**config.mk**
```make
export PLATFORM = sky130hd
export DESIGN_NAME = btn_queue
export DESIGN_NICKNAME = d
export VERILOG_FILES = /design/src/rtl/btn_pkg.sv /design/src/rtl/btn_queue_debounce.sv /design/src/rtl/btn_queue.sv
export SDC_FILE = /design/constraint.sdc
export NUM_CORES = 1
export LEC_CHECK = 0
export BUFFER_PORTS_ARGS = -buffer_cell sky130_fd_sc_hd__buf_2
export CAP_MARGIN = 30
export CORE_UTILIZATION = 35
export DETAILED_ROUTE_END_ITERATION = 10
export GPL_TIMING_DRIVEN = 0
export HOLD_SLACK_MARGIN = 0.12
export PLACE_DENSITY = 0.57
export SLEW_MARGIN = 20
export SYNTH_ARGS = -nofsm -noshare
export SYNTH_HDL_FRONTEND = slang
export SYNTH_HIERARCHICAL = 1
export SYNTH_SLANG_ARGS = --single-unit
```
**constraint.sdc**
```tcl
create_clock -name clk -period 2.6 [get_ports clk]
set_input_delay 0 -clock clk [delete_from_list [all_inputs] [get_ports clk]]
set_output_delay 0 -clock clk [all_outputs]
set_load 0.05 [all_outputs]
```
**src/rtl/btn_pkg.sv**
```systemverilog
// Shared constants and the event-word builder for the button event queue.
package btn_pkg;

    localparam int NUM_BTN    = 5;
    localparam int EV_W       = 26;
    localparam int EV_TAG_BIT = 3;
    localparam int IDX_W      = 3;

    typedef logic [NUM_BTN-1:0] btn_mask_t;
    typedef logic [IDX_W-1:0]   btn_idx_t;

    // Key code: index in the low bits, tag bit marks a real event, rest zero.
    function automatic logic [EV_W-1:0] make_event(input btn_idx_t idx);
        logic [EV_W-1:0] w;
        w               = '0;
        w[IDX_W-1:0]    = idx;
        w[EV_TAG_BIT]   = 1'b1;
        return w;
    endfunction

endpackage

```
**src/rtl/btn_queue_debounce.sv**
```systemverilog
// Per-button debouncer: a level flips only after DEBOUNCE_CYCLES disagreeing
// samples; a press pulse follows one cycle after each 0->1 flip.
module debounce #(
    parameter int DEBOUNCE_CYCLES = 16
) (
    input  logic clk,
    input  logic rst_n,
    input  logic din,
    output logic stable,
    output logic press
);

    localparam int         CNT_W    = 8;
    localparam logic [7:0] CNT_LAST = 8'(DEBOUNCE_CYCLES - 1);

    logic [CNT_W-1:0] cnt_reg, cnt_next;
    logic             stable_reg, stable_next;
    logic             stable_d_reg;
    logic             press_reg;

    always_comb begin
        cnt_next    = cnt_reg;
        stable_next = stable_reg;
        if (din == stable_reg) begin
            cnt_next = '0;
        end else if (cnt_reg == CNT_LAST) begin
            stable_next = ~stable_reg;
            cnt_next    = '0;
        end else begin
            cnt_next = cnt_reg + 1'b1;
        end
    end

    // stable_d lags stable by one edge so the press pulse lands a cycle after the flip.
    always_ff @(posedge clk or negedge rst_n) begin
        if (!rst_n) begin
            cnt_reg      <= '0;
            stable_reg   <= 1'b0;
            stable_d_reg <= 1'b0;
            press_reg    <= 1'b0;
        end else begin
            cnt_reg      <= cnt_next;
            stable_reg   <= stable_next;
            stable_d_reg <= stable_reg;
            press_reg    <= stable_reg & ~stable_d_reg;
        end
    end

    assign stable = stable_reg;
    assign press  = press_reg;

endmodule

```
**src/rtl/btn_queue.sv**
```systemverilog
// Button event source: synchronize, debounce, latch presses in a pending mask,
// and feed them lowest-index-first into a small FIFO popped by the CPU.
module btn_queue
    import btn_pkg::*;
#(
    parameter int DEBOUNCE_CYCLES = 16,
    parameter int FIFO_DEPTH      = 4
) (
    input  logic               clk,
    input  logic               rst_n,
    input  logic [NUM_BTN-1:0] btn,
    input  logic               rd_en,
    output logic               ev_valid,
    output logic [EV_W-1:0]    ev_data,
    output logic               ovf,
    input  logic               ovf_clr
);

    localparam int               PTR_W   = $clog2(FIFO_DEPTH);
    localparam int               CNT_W   = PTR_W + 1;
    localparam logic [CNT_W-1:0] DEPTH_C = CNT_W'(FIFO_DEPTH);

    btn_mask_t sync1_reg, sync2_reg;
    btn_mask_t stable_vec_unused;
    btn_mask_t press_vec;
    btn_mask_t pend_reg, pend_next;
    btn_mask_t clr_mask;

    logic [PTR_W-1:0] wr_ptr_reg, rd_ptr_reg;
    logic [CNT_W-1:0] count_reg, count_next;
    btn_idx_t         mem [FIFO_DEPTH];

    btn_idx_t grant_idx;
    logic     full, empty, push, pop;
    logic     ovf_reg, ovf_set;

    always_ff @(posedge clk or negedge rst_n) begin
        if (!rst_n) begin
            sync1_reg <= '0;
            sync2_reg <= '0;
        end else begin
            sync1_reg <= btn;
            sync2_reg <= sync1_reg;
        end
    end

    generate
        for (genvar gi = 0; gi < NUM_BTN; gi++) begin : g_db
            debounce #(
                .DEBOUNCE_CYCLES(DEBOUNCE_CYCLES)
            ) u_debounce (
                .clk    (clk),
                .rst_n  (rst_n),
                .din    (sync2_reg[gi]),
                .stable (stable_vec_unused[gi]),
                .press  (press_vec[gi])
            );
        end
    endgenerate

    // Lowest set pending bit wins; scanning downward leaves the lowest index last.
    always_comb begin
        grant_idx = '0;
        for (int i = NUM_BTN - 1; i >= 0; i--) begin
            if (pend_reg[i]) begin
                grant_idx = IDX_W'(i);
            end
        end
    end

    assign full  = (count_reg == DEPTH_C);
    assign empty = (count_reg == '0);
    assign pop   = rd_en & ~empty;
    // A pop on the same edge frees the slot, so a full FIFO can still accept.
    assign push  = (|pend_reg) & (~full | pop);

    always_comb begin
        clr_mask = '0;
        if (push) begin
            clr_mask[grant_idx] = 1'b1;
        end
        pend_next = (pend_reg & ~clr_mask) | press_vec;
        ovf_set   = |(press_vec & pend_reg & ~clr_mask);
    end

    always_comb begin
        count_next = count_reg;
        unique case ({push, pop})
            2'b10:   count_next = count_reg + 1'b1;
            2'b01:   count_next = count_reg - 1'b1;
            default: count_next = count_reg;
        endcase
    end

    always_ff @(posedge clk or negedge rst_n) begin
        if (!rst_n) begin
            pend_reg   <= '0;
            wr_ptr_reg <= '0;
            rd_ptr_reg <= '0;
            count_reg  <= '0;
            ovf_reg    <= 1'b0;
        end else begin
            pend_reg  <= pend_next;
            count_reg <= count_next;
            if (push) begin
                wr_ptr_reg <= wr_ptr_reg + 1'b1;
            end
            if (pop) begin
                rd_ptr_reg <= rd_ptr_reg + 1'b1;
            end
            if (ovf_set) begin
                ovf_reg <= 1'b1;
            end else if (ovf_clr) begin
                ovf_reg <= 1'b0;
            end
        end
    end

    // Slot contents need no reset: an empty FIFO masks the head to zero.
    always_ff @(posedge clk) begin
        if (push) begin
            mem[wr_ptr_reg] <= grant_idx;
        end
    end

    assign ev_valid = ~empty;
    assign ev_data  = empty ? '0 : make_event(mem[rd_ptr_reg]);
    assign ovf      = ovf_reg;

endmodule
```
Word-level counts from Yosys, hierarchy flattened --
Memory sizes are Yosys's and may differ from the RTL's. Index checks and enable logic that the tools add are counted.
Storage, ports and cells: output and inout bits 28, logic and storage cells 117, bits in writable memories 12, input bits 9, register bits after elaboration 78, memories 1
Cells by class: equality and inequality tests 13, add/sub/neg operators 9, mux-type cells 24, reduce and logical (&&, ||, !) cells 11, bitwise operators 30, order comparisons 2
Memories:
- mem | words 4, bits a word 3, rd ports 1, clocked after memory_dff 0, write ports 1, RTL line btn_queue.sv:31 | btn_idx_t mem [FIFO_DEPTH];
Operator list (count):
- $mux 8 | 10
- $add 8x1->8 const B | 5
- $eq 8x4->1 const B | 5
- $not 1->1 | 17
- $and 5x5->5 | 3
- $mux 3 | 5
- $reduce_and 2->1 | 5
- $reduce_or 5->1 | 2
- $and 1x1->1 | 7
- $pmux 3 s2 | 1
- $eq 1x1->1 | 5
- $mux 1 | 5
- $mux 5 | 1
- $not 5->5 | 1
- $or 5x5->5 | 1
- $add 2x1->2 const B | 2
- $lt 3x4->1 const B | 1
- $mux 4 | 1
- $reduce_bool 2->1 | 2
- $add 3x1->3 const B | 1
- $demux 1 s3 | 1
- $eq 3x3->1 const B | 1
- $ge 3x1->1 const B | 1
- $logic_not 3->1 | 1
- other kinds (5) | 5

Depth between registers and ports, before layout --
Gate-level depths: netlist (run 1).
depth after elaboration 14, depth in mapped cells 9, gate-level depth less buffers 9

Cells and area by module --
The synthesis (run 1) kept the hierarchy.
By module, submodules not included:
- debounce | area an instance 488.0 µm², cells an instance 44, sequential area each 275.3 µm², instances 5
- btn_queue | area an instance 1627.8 µm², cells an instance 123, sequential area each 935.9 µm², instances 1

Least setup slack after synthesis (run 1) --
Ideal clock, no wire load.
path type reg-to-reg, start point register pend_reg[3], end point register count_reg[2], clock period less this slack 2.125 ns, data arrival time 2.046 ns, library setup time 0.079 ns, cell stages (with the launch flop) 10, buffers on the path 0, data required time 2.521 ns, slack 0.475 ns, path through dfrtp_1 nor4_1 a21oi_2 inv_1 ha_1 inv_1 fa_1 xor2_1 nor2_1 xor2_1
Between the ends: cells in the longest elaborated chain, start to end 4, elaborated cells on any way between the ends 6, those cells by class eq/ne: 2; mux: 1; bitwise: 1; reduce/logical: 2
Ends and longest elaborated chain:
- start, declared | RTL line btn_queue.sv:26 | btn_mask_t pend_reg, pend_next;
- start signal, assigned | RTL line btn_queue.sv:103 | pend_reg <= pend_next;
- $reduce_or 5->1 * | RTL line btn_queue.sv:75 | assign push = (|pend_reg) & (~full | pop);
- $and 1x1->1 * | RTL line btn_queue.sv:75
- $eq 2x1->1 or $eq 2x2->1 (tied branches) | RTL line btn_queue.sv:88 | unique case ({push, pop})
- $pmux 3 s2 or $reduce_bool 2->1 (tied branches)
- end signal, assigned | RTL line btn_queue.sv:104 | count_reg <= count_next;
- end, declared | RTL line btn_queue.sv:30 | logic [CNT_W-1:0] count_reg, count_next;
Every way passes the cells marked *; elsewhere a longest branch is shown, timed or not. A chain may end at the register's enable or synchronous reset.

Final worst setup path (run 1) --
Ends and elaborated chain as after synthesis.

==> results of run 1 <==
report_power, final:
| group | switching, µW | internal (µW) |
|---|---|---|
| Sequential | 75.4 | 1500 |
| Combinational | 358 | 213 |
| Clock | 483 | 890 |
| Total | 916 | 2600 |
worst max-delay path: stages, from the launching register on:
cell and delay [ns]:
dfrtp_1 0.44, nor4_1 0.52, a21oi_2 0.21, inv_1 0.09, ha_1 0.18, inv_1 0.06, fa_1 0.37, xor2_1 0.15
nor2_1 0.11, xor2_1 0.15
cell usage in the layout, fill, tap and decap left out, types with 6 or more instances in the layout:
cell,instances
dlygate4sd3_1,10
edfxtp_1,12
nand3_1,17
xnor2_1,13
xor2_1,8
buf_4,24
a311oi_1,6
nand2_1,14
conb_1,22
a21oi_1,21
ha_1,10
o21ai_0,22
dfrtp_1,78
inv_1,14
clkbuf_16,10
nor2_1,13
or3_1,10
and2_1,14
buf_2,13
metrics by stage:
| stage | instance area [µm²] | std cells | hold slack, ns |
|---|---|---|---|
| after floorplan | 4146 | 364 | -0.2956 |
| after global placement | 4395 | 521 | 0.1084 |
| after detailed placement | 4425 | 522 | -0.07872 |
| after CTS | 4843 | 546 | 0.2955 |
| after global routing | 4843 | 546 | 0.2997 |
| final | 4843 | 546 | 0.3122 |
layer usage:
layer	routed length (µm)	up-vias	track usage
met5	0	-	0
met4	68	0	0.04000
met3	246	6	0.03734
met2	2967	46	0.1835
met1	2910	1231	0.1390
li1	-	1289	-
cell families (layout without fill, tap and decap cells):
kind of cell,Yosys count,count (layout),share of synthesized area
DFF,90,90,0.5684
muxes,9,9,0.03291
adders and majority gates,11,11,0.03568
buffers and inverters,38,77,0.05660
xor gates and xnor gates,21,21,0.04522
AOI/OAI and AO/OA,69,69,0.1061
and+or+nand+nor,104,104,0.1541
other,1,22,0.0009219
area by class of cell:
cell class                 instances  area [µm²]
fill                            1065        6526
multi-input combinational        236        1604
clock buffer                      12       257.7
buffer                            24       177.7
sequential                        90        2312
clock inverter                     2       60.06
tap                              143       178.9
timing repair buffer              25       200.2
inverter                          14       52.55
how the worst max path moves through the flow:
stage	to	slack (ns)	cells after the start
detailed placement	count_reg[2]$_DFFE_PN0P_	0.22	9
global placement	count_reg[2]$_DFFE_PN0P_	0.28	9
global route	count_reg[2]$_DFFE_PN0P_	0.007	9
floorplan	count_reg[2]$_DFFE_PN0P_	0.47	9
CTS	count_reg[2]$_DFFE_PN0P_	0.22	9
finish	count_reg[2]$_DFFE_PN0P_	0.25	9
==> results.yml, run 1 <==
cells_and_area:
  final_core_util: 0.4260
  largest_register_ffs: 40
  area_delta_synth_final_pct: 19.07
  diodes: 0
  final_layout_size_suffix_gt1_frac: 0.2035
  layout.nets: 420
global_routing:
  antenna_found_initial: 0
  grt_pass1_vias: 2304
  overflow: 0
  grt_max_degree: 58
  track_usage: 0.1126
  grt_pass1_wl_um: 10440
detailed_routing:
  viasPerCell: 4.711
  drtPass1Iterations: 4
  first_iter_violations: 109
  ant_nets: 0
  route.final.wire_length_um: 6192
  drc_errors: 0
  wl_per_cell_um: 11.34
  vias: 2572
yosys:
  synthFlopType: "dfrtp_1"
  synth_top_area_share: 0.4799
  synth_common_cells: "dfrtp_1 (78), buf_4 (23), o21ai_0 (22)"
  ys_warn_count: 6
  synth_area_um2: 4068
  yosys.area.top_type: "dfrtp_1"
  yosys_register_bits: 90
  yosysUniqueCellTypes: 43
  yosysSeqAreaShare: 0.5684
  synth_area_leaders: "dfrtp_1 (48%), edfxtp_1 (8.9%), buf_4 (4.2%), ha_1 (3.1%), xnor2_1 (2.8%)"
  syn-mean-instance-area_um2: 11.86
  postSynthCellCount: 343
  synth-edff-count: 12
  async_flop_share: 0.8667
  synthMostInstantiatedCell: "dfrtp_1"
worst_setup_path:
  reg2regPathDepth: 9
  start_kind: "flop"
  r2r-end: "count_reg[2]$_DFFE_PN0P_"
  critPathKind: "reg -> reg"
  reg2reg_from: "pend_reg[3]$_DFF_PN0_"
  endpoint_kind: "flop"
  critPathMaxFanout: 8
  critPathRequiredTime_ns: 2.85
  worstSetupStartpoint: "pend_reg[3]$_DFF_PN0_"
  arrival_ns: 2.60
  rrSetupSlack_ns: 0.25
clock_tree:
  cts_made_buffers: 9
  clk_pin_slew_ns: 0.06
  clock_path_buffers: 2
  cts_sinks: 90
  tritoncts: "built"
  htree_levels: 3
  cts_hold_buffers: 10
  clkLatencyLatePin_ns: 0.33
  post_cts_buffers: 0
  cts_resized: 0
  root_buffer: "clkbuf_16"
die:
  die_area_um2: 12060
  dieHeight_um: 109.8
  start_util: 0.3578
  core_um2: 11370
  ioPinCount: 37
  die_w_um: 109.8
  rows: 39
timing:
  worstMarginPinSlew_ns: 0.5602
  rsz0062_at_grt: "no"
  fin_crit_sh: 0.9025
  drv_slew: 0
  relSlewSlack: 0.6253
  hold_viol: 0
  setup_viol: 0
  fin_skew_ns: 0.007168
  fmax_mhz: 426.2
  period_needed_ns: 2.346
  tns_ns: 0
  setup_ws_ns: 0.2535
placed_design:
  portBuffers: 14
  dp_hpwl_um: 4283
  pre_cts_slack_ns: 0.2208
  gp_congestion: 0.7986
power_and_ir_drop:
  vdd_drop_max_uv: 354.3
  finalPower_uw: 3515
  leakagePower_uw: 0.002139
  p_per_area_nw_per_um2: 725.8
flow_run:
  cap_violations: 0
min_path:
  hold_start: "btn[4]"
  hold_depth: 2
  min-delay-path-class: "in -> reg"
  hold-path-endpoint: "sync1_reg[4]$_DFF_PN0_"
status:
  outcome: "complete, no violations"
No activity file was read; power rests on OpenSTA's default activity.
==> run 2, diff against run 1 <==
--- a/config.mk
+++ b/config.mk
@@ -6,14 +6,13 @@
 export NUM_CORES = 1
 export LEC_CHECK = 0
 export BUFFER_PORTS_ARGS = -buffer_cell sky130_fd_sc_hd__buf_2
-export CAP_MARGIN = 30
-export CORE_UTILIZATION = 35
+export CAP_MARGIN = 5
+export CORE_UTILIZATION = 50
 export DETAILED_ROUTE_END_ITERATION = 10
 export GPL_TIMING_DRIVEN = 0
 export HOLD_SLACK_MARGIN = 0.12
-export PLACE_DENSITY = 0.57
+export PLACE_DENSITY = 0.74
 export SLEW_MARGIN = 20
 export SYNTH_ARGS = -nofsm -noshare
 export SYNTH_HDL_FRONTEND = slang
-export SYNTH_HIERARCHICAL = 1
 export SYNTH_SLANG_ARGS = --single-unit
==> results.yml, run 2 <==
cells_and_area:
  final_layout_size_suffix_gt1_frac: 0.2030
  final_area_um2: 4621
  multi_input_area_um2: 1549
  num-fill-cells: 641
  layout.nets: 414
  diodes: 0
  final_cell_mix: "dfrtp_1 (78), nor2_1 (29), buf_4 (24)"
  layout_commonest_cell: "dfrtp_1"
  largest_register_ffs: 40
  area_delta_synth_final_pct: 14.55
  seqCellArea_um2: 2312
timing:
  drv_slew: 0
  hold_viol: 0
  relSlewSlack: 0.5187
  fmax_mhz: 429.7
  fin_skew_ns: 0.009710
  setup_viol: 0
  fin_crit_sh: 0.8950
  tns_ns: 0
  rsz0062_at_grt: "no"
  period_needed_ns: 2.327
  worstMarginPinSlew_ns: 0.7195
global_routing:
  antenna_found_initial: 0
  overflow: 0
  track_usage: 0.1608
  grt_pass1_vias: 2397
  grt_use_met1: 0.1876
  grt_util_met2: 0.2726
  gr-max-usage-layer: "met2"
  grt_max_degree: 51
  grt_pass1_wl_um: 10480
  use_met3: 0.04975
yosys:
  synth_top_area_share: 0.4839
  yosys.area.top_type: "dfrtp_1"
  yosys_register_bits: 90
  yosysUniqueCellTypes: 44
  ys_warn_count: 0
  syn-mean-instance-area_um2: 11.97
  synth_area_um2: 4034
  yosysSeqAreaShare: 0.5732
  synth_common_cells: "dfrtp_1 (78), nor2_1 (29), buf_4 (23)"
  postSynthCellCount: 337
  synth_area_leaders: "dfrtp_1 (48%), edfxtp_1 (8.9%), buf_4 (4.3%), xnor2_1 (3.5%), xor2_1 (3.3%)"
  synthFlopType: "dfrtp_1"
  async_flop_share: 0.8667
  synthMostInstantiatedCell: "dfrtp_1"
  synth-edff-count: 12
die:
  start_util: 0.5193
  ioPinCount: 37
  rows: 32
  dieHeight_um: 91.82
  die_area_um2: 8431
  die_w_um: 91.82
  core_um2: 7767
worst_setup_path:
  reg2reg_from: "count_reg[0]$_DFFE_PN0P_"
  rrSetupSlack_ns: 0.27
  cp_num_cells: 9
  r2r-end: "count_reg[2]$_DFFE_PN0P_"
  critPathKind: "reg -> reg"
  critPathSlowestCell: "nor4b_4"
  crit_end: "count_reg[2]$_DFFE_PN0P_"
  arrival_ns: 2.61
  start_kind: "flop"
  endpoint_kind: "flop"
  path_cells: "nor4b_4 -> a21oi_4 -> inv_1 -> ha_1 -> inv_1 -> fa_1 -> xor2_1 -> nor2_1 -> xor2_1"
  worstSetupStartpoint: "count_reg[0]$_DFFE_PN0P_"
  reg2regPathDepth: 9
  crit_family: "simple AND/OR/NAND/NOR gates"
  critPathRequiredTime_ns: 2.89
  crit_buf_inv: 2
  cp_slowest_stage_delay_ns: 0.57
  critPathMaxFanout: 9
flow_run:
  cap_violations: 0
placed_design:
  place_area_um2: 4340
  portBuffers: 14
  dp_hpwl_um: 4115
  gp_congestion: 0.7409
detailed_routing:
  vias: 2448
  ant_nets: 0
  viasPerCell: 4.886
  wl_per_cell_um: 11.84
  drtPass1Iterations: 4
  first_iter_violations: 80
  route.final.wire_length_um: 5930
  drc_errors: 0
clock_tree:
  root_buffer: "clkbuf_8"
  clkLatencyLatePin_ns: 0.36
  cts_resized: 0
  clock_path_buffers: 2
  cts_made_buffers: 9
  clk_pin_slew_ns: 0.09
  tritoncts: "built"
  htree_levels: 3
  cts_sinks: 90
status:
  outcome: "complete, no violations"
min_path:
  min-delay-path-class: "in -> reg"
power_and_ir_drop:
  vdd_drop_max_uv: 444.7
  p_per_area_nw_per_um2: 643.4
  leakagePower_uw: 0.002088
run 2: how the worst min path moves through the flow:
| stage | end | start | cells past startpoint |
|---|---|---|---|
| final | sync1_reg[2]$_DFF_PN0_ | btn[2] | 2 |
| after global routing | sync1_reg[4]$_DFF_PN0_ | btn[4] | 2 |
| after CTS | sync1_reg[3]$_DFF_PN0_ | btn[3] | 2 |
| after detailed placement | rd_ptr_reg[1]$_DFFE_PN0P_ | rst_n | 1 |
| after global placement | sync1_reg[1]$_DFF_PN0_ | btn[1] | 1 |
| after floorplan | count_reg[0]$_DFFE_PN0P_ | rst_n | 0 |
run 2: repair_timing:
action / 4_1_cts / 5_1_grt
setup buffers: 0 / 0
hold buffers: 10 / 0
hold endpoints to repair: 90 / 0
run 2: metal layers:
layer  vias to the layer above  wire length [µm]
li1                       1230                 -
met1                      1172              2690
met2                        36              2918
met3                        10               219
met4                         0               102
met5                         -                 0
run 2: per-stage QoR:
step	std cells	util	power, µW	worst slack [ns]	hold WS (ns)
floorplan	358	-	2023	0.2346	-0.2956
global placement	474	0.5549	2119	0.2976	0.1089
detailed placement	475	0.5588	2141	0.2563	-0.03663
CTS	501	0.5949	3017	0.2387	0.2600
global route	501	0.5949	3126	0.04209	0.2580
finish	501	0.5949	2973	0.2729	0.2799
run 2: power breakdown:
| part | internal, µW | leakage (µW) | total [µW] | switching [µW] |
|---|---|---|---|---|
| Sequential | 1490 | 0.00113 | 1560 | 67.4 |
| Clock | 394 | 0.0000988 | 856 | 462 |
| Combinational | 204 | 0.000864 | 556 | 352 |
| Total | 2090 | 0.00209 | 2970 | 881 |
run 2: cells by family after synthesis:
| group | Yosys count | synth area share |
|---|---|---|
| flip-flops | 90 | 0.5732 |
| buffers and inverters | 41 | 0.06234 |
| adder cells (fa/ha/maj) | 11 | 0.03598 |
| AND/OR/NAND/NOR | 105 | 0.1461 |
| XOR/XNOR | 31 | 0.06731 |
| multiplexers | 10 | 0.03691 |
| other | 1 | 0.0009296 |
| AO/OA/AOI/OAI | 48 | 0.07724 |
run 2: cell type report:
cell class | count | area share
clock buffers | 11 | 0.03276
inverters | 13 | 0.01056
plain buffers | 28 | 0.04387
clock inverters | 5 | 0.006228
well taps | 102 | 0.02762
flip-flops and latches | 90 | 0.5004
repair buffers | 25 | 0.04333
multi-input cells | 227 | 0.3352
==> run 3, diff against run 2 <==
--- a/config.mk
+++ b/config.mk
@@ -6,12 +6,13 @@
 export NUM_CORES = 1
 export LEC_CHECK = 0
 export BUFFER_PORTS_ARGS = -buffer_cell sky130_fd_sc_hd__buf_2
-export CAP_MARGIN = 5
-export CORE_UTILIZATION = 50
+export CELL_PAD_IN_SITES_DETAIL_PLACEMENT = 1
+export CELL_PAD_IN_SITES_GLOBAL_PLACEMENT = 1
+export CORE_UTILIZATION = 48
 export DETAILED_ROUTE_END_ITERATION = 10
 export GPL_TIMING_DRIVEN = 0
 export HOLD_SLACK_MARGIN = 0.12
-export PLACE_DENSITY = 0.74
+export PLACE_DENSITY = 0.84
 export SLEW_MARGIN = 20
 export SYNTH_ARGS = -nofsm -noshare
 export SYNTH_HDL_FRONTEND = slang
==> results.yml, run 3 (same netlist as run 2, synthesis figures left out) <==
die:
  ioPinCount: 37
  dieHeight_um: 93.67
  die_area_um2: 8774
  start_util: 0.4934
  rows: 33
  die_w_um: 93.67
  core_um2: 8175
clock_tree:
  tritoncts: "built"
  clk_pin_slew_ns: 0.09
  clock_path_buffers: 2
  cts_made_buffers: 9
  clkLatencyLatePin_ns: 0.35
  cts_hold_buffers: 9
  cts_resized: 0
  cts_sinks: 90
  post_cts_buffers: 0
  root_buffer: "clkbuf_8"
  htree_levels: 3
global_routing:
  grt_pass1_wl_um: 12090
  overflow: 0
  antenna_found_initial: 0
  grt_pass1_vias: 2637
  grt_max_degree: 57
  track_usage: 0.1820
detailed_routing:
  first_iter_violations: 118
  drc_errors: 0
  wl_per_cell_um: 13.86
  route.final.wire_length_um: 6971
  drtPass1Iterations: 4
  viasPerCell: 5.042
  vias: 2536
  ant_nets: 0
cells_and_area:
  final_layout_size_suffix_gt1_frac: 0.2060
  num-fill-cells: 877
  layout_commonest_cell: "dfrtp_1"
  multi_input_area_um2: 1549
  area_delta_synth_final_pct: 14.55
  post_layout_nonfiller_instances: 503
  final_cell_mix: "dfrtp_1 (78), nor2_1 (29), buf_4 (24)"
  seqCellArea_um2: 2312
  diodes: 0
  layout.nets: 413
  largest_register_ffs: 40
flow_run:
  cap_violations: 0
worst_setup_path:
  reg2regPathDepth: 9
  critPathSlowestCell: "nor4b_4"
  cp_num_cells: 9
  crit_family: "simple AND/OR/NAND/NOR gates"
  endpoint_kind: "flop"
  critPathMaxFanout: 9
  path_cells: "nor4b_4 -> a21oi_4 -> inv_1 -> ha_1 -> inv_1 -> fa_1 -> xor2_1 -> nor2_1 -> xor2_1"
  critPathKind: "reg -> reg"
  reg2reg_from: "count_reg[0]$_DFFE_PN0P_"
  rrSetupSlack_ns: 0.21
  arrival_ns: 2.67
  crit_end: "count_reg[2]$_DFFE_PN0P_"
  start_kind: "flop"
  crit_buf_inv: 2
  r2r-end: "count_reg[2]$_DFFE_PN0P_"
  critPathRequiredTime_ns: 2.88
  worstSetupStartpoint: "count_reg[0]$_DFFE_PN0P_"
  cp_slowest_stage_delay_ns: 0.61
power_and_ir_drop:
  vdd_drop_max_uv: 358.0
  p_per_area_nw_per_um2: 662.7
  leakagePower_uw: 0.002081
timing:
  rsz0062_at_grt: "no"
  fin_skew_ns: 0.005119
  hold_viol: 0
  fin_crit_sh: 0.9189
  fmax_mhz: 418.5
  worstMarginPinSlew_ns: 0.6193
  setup_viol: 0
  drv_slew: 0
  period_needed_ns: 2.389
  relSlewSlack: 0.5854
  tns_ns: 0
placed_design:
  gp_congestion: 0.7561
  dp_hpwl_um: 5123
  placedCellCount: 478
  portBuffers: 14
status:
  outcome: "complete, no violations"
min_path:
  min-delay-path-class: "in -> async"
## run 3: cell count changes in the layout (fill, tap and decap cells not counted)
cell and delta:
dlygate4sd3_1 -2, clkinvlp_4 +2, clkinv_2 -2, clkbuf_8 -2
inv_4 +2, buf_2 +1, clkinv_4 -1, bufinv_16 +1
## run 3: final cells by class
type | instances | area share
multi-input cells | 227 | 0.3352
clock inverters | 7 | 0.01462
clock buffers | 9 | 0.02681
well taps | 105 | 0.02843
plain buffers | 28 | 0.04387
repair buffers | 24 | 0.04008
inverters | 13 | 0.01056
flip-flops and latches | 90 | 0.5004
## run 3: worst min-delay path: stages
cell           delay, ns
dlygate4sd3_1       0.52
buf_4               0.13
buf_16              0.25
## run 3: through the flow
stage | total power (µW) | setup slack (ns) | area (µm²) | util | hold WS (ns)
finish | 3062 | 0.2108 | 4621 | 0.5652 | 0.1639
detailed placement | 2154 | 0.2340 | 4344 | 0.5314 | -0.07361
global placement | 2121 | 0.2905 | 4314 | 0.5277 | 0.1073
CTS | 3098 | 0.2069 | 4626 | 0.5658 | 0.1640
floorplan | 2023 | 0.2346 | 4113 | - | -0.2956
global route | 3203 | 0.03725 | 4621 | 0.5652 | 0.1711
## run 3: where the power goes
| group | leakage, µW | switching (µW) | internal (µW) | total [µW] |
|---|---|---|---|---|
| Clock | 0.0000959 | 493 | 442 | 934 |
| Sequential | 0.00113 | 72.2 | 1490 | 1570 |
| Combinational | 0.000859 | 358 | 205 | 563 |
## run 3: how the worst min path moves through the flow
stage	slack [ns]	endpoint
after detailed placement	-0.07	g_db[0].u_debounce.cnt_reg[3]$_DFF_PN0_
after floorplan	-0.30	count_reg[0]$_DFFE_PN0P_
after CTS	0.16	g_db[0].u_debounce.cnt_reg[5]$_DFF_PN0_
after global routing	0.17	g_db[0].u_debounce.cnt_reg[5]$_DFF_PN0_
after global placement	0.11	sync1_reg[3]$_DFF_PN0_
final	0.16	g_db[0].u_debounce.cnt_reg[5]$_DFF_PN0_
## run 3: routing by layer
metal / GRT usage / up-vias / share of wire
met5: 0 / - / 0
met1: 0.2097 / 1254 / 0.42
met2: 0.3211 / 44 / 0.53
met3: 0.04935 / 11 / 0.037
met4: 0.07179 / 0 / 0.013
li1: - / 1227 / -
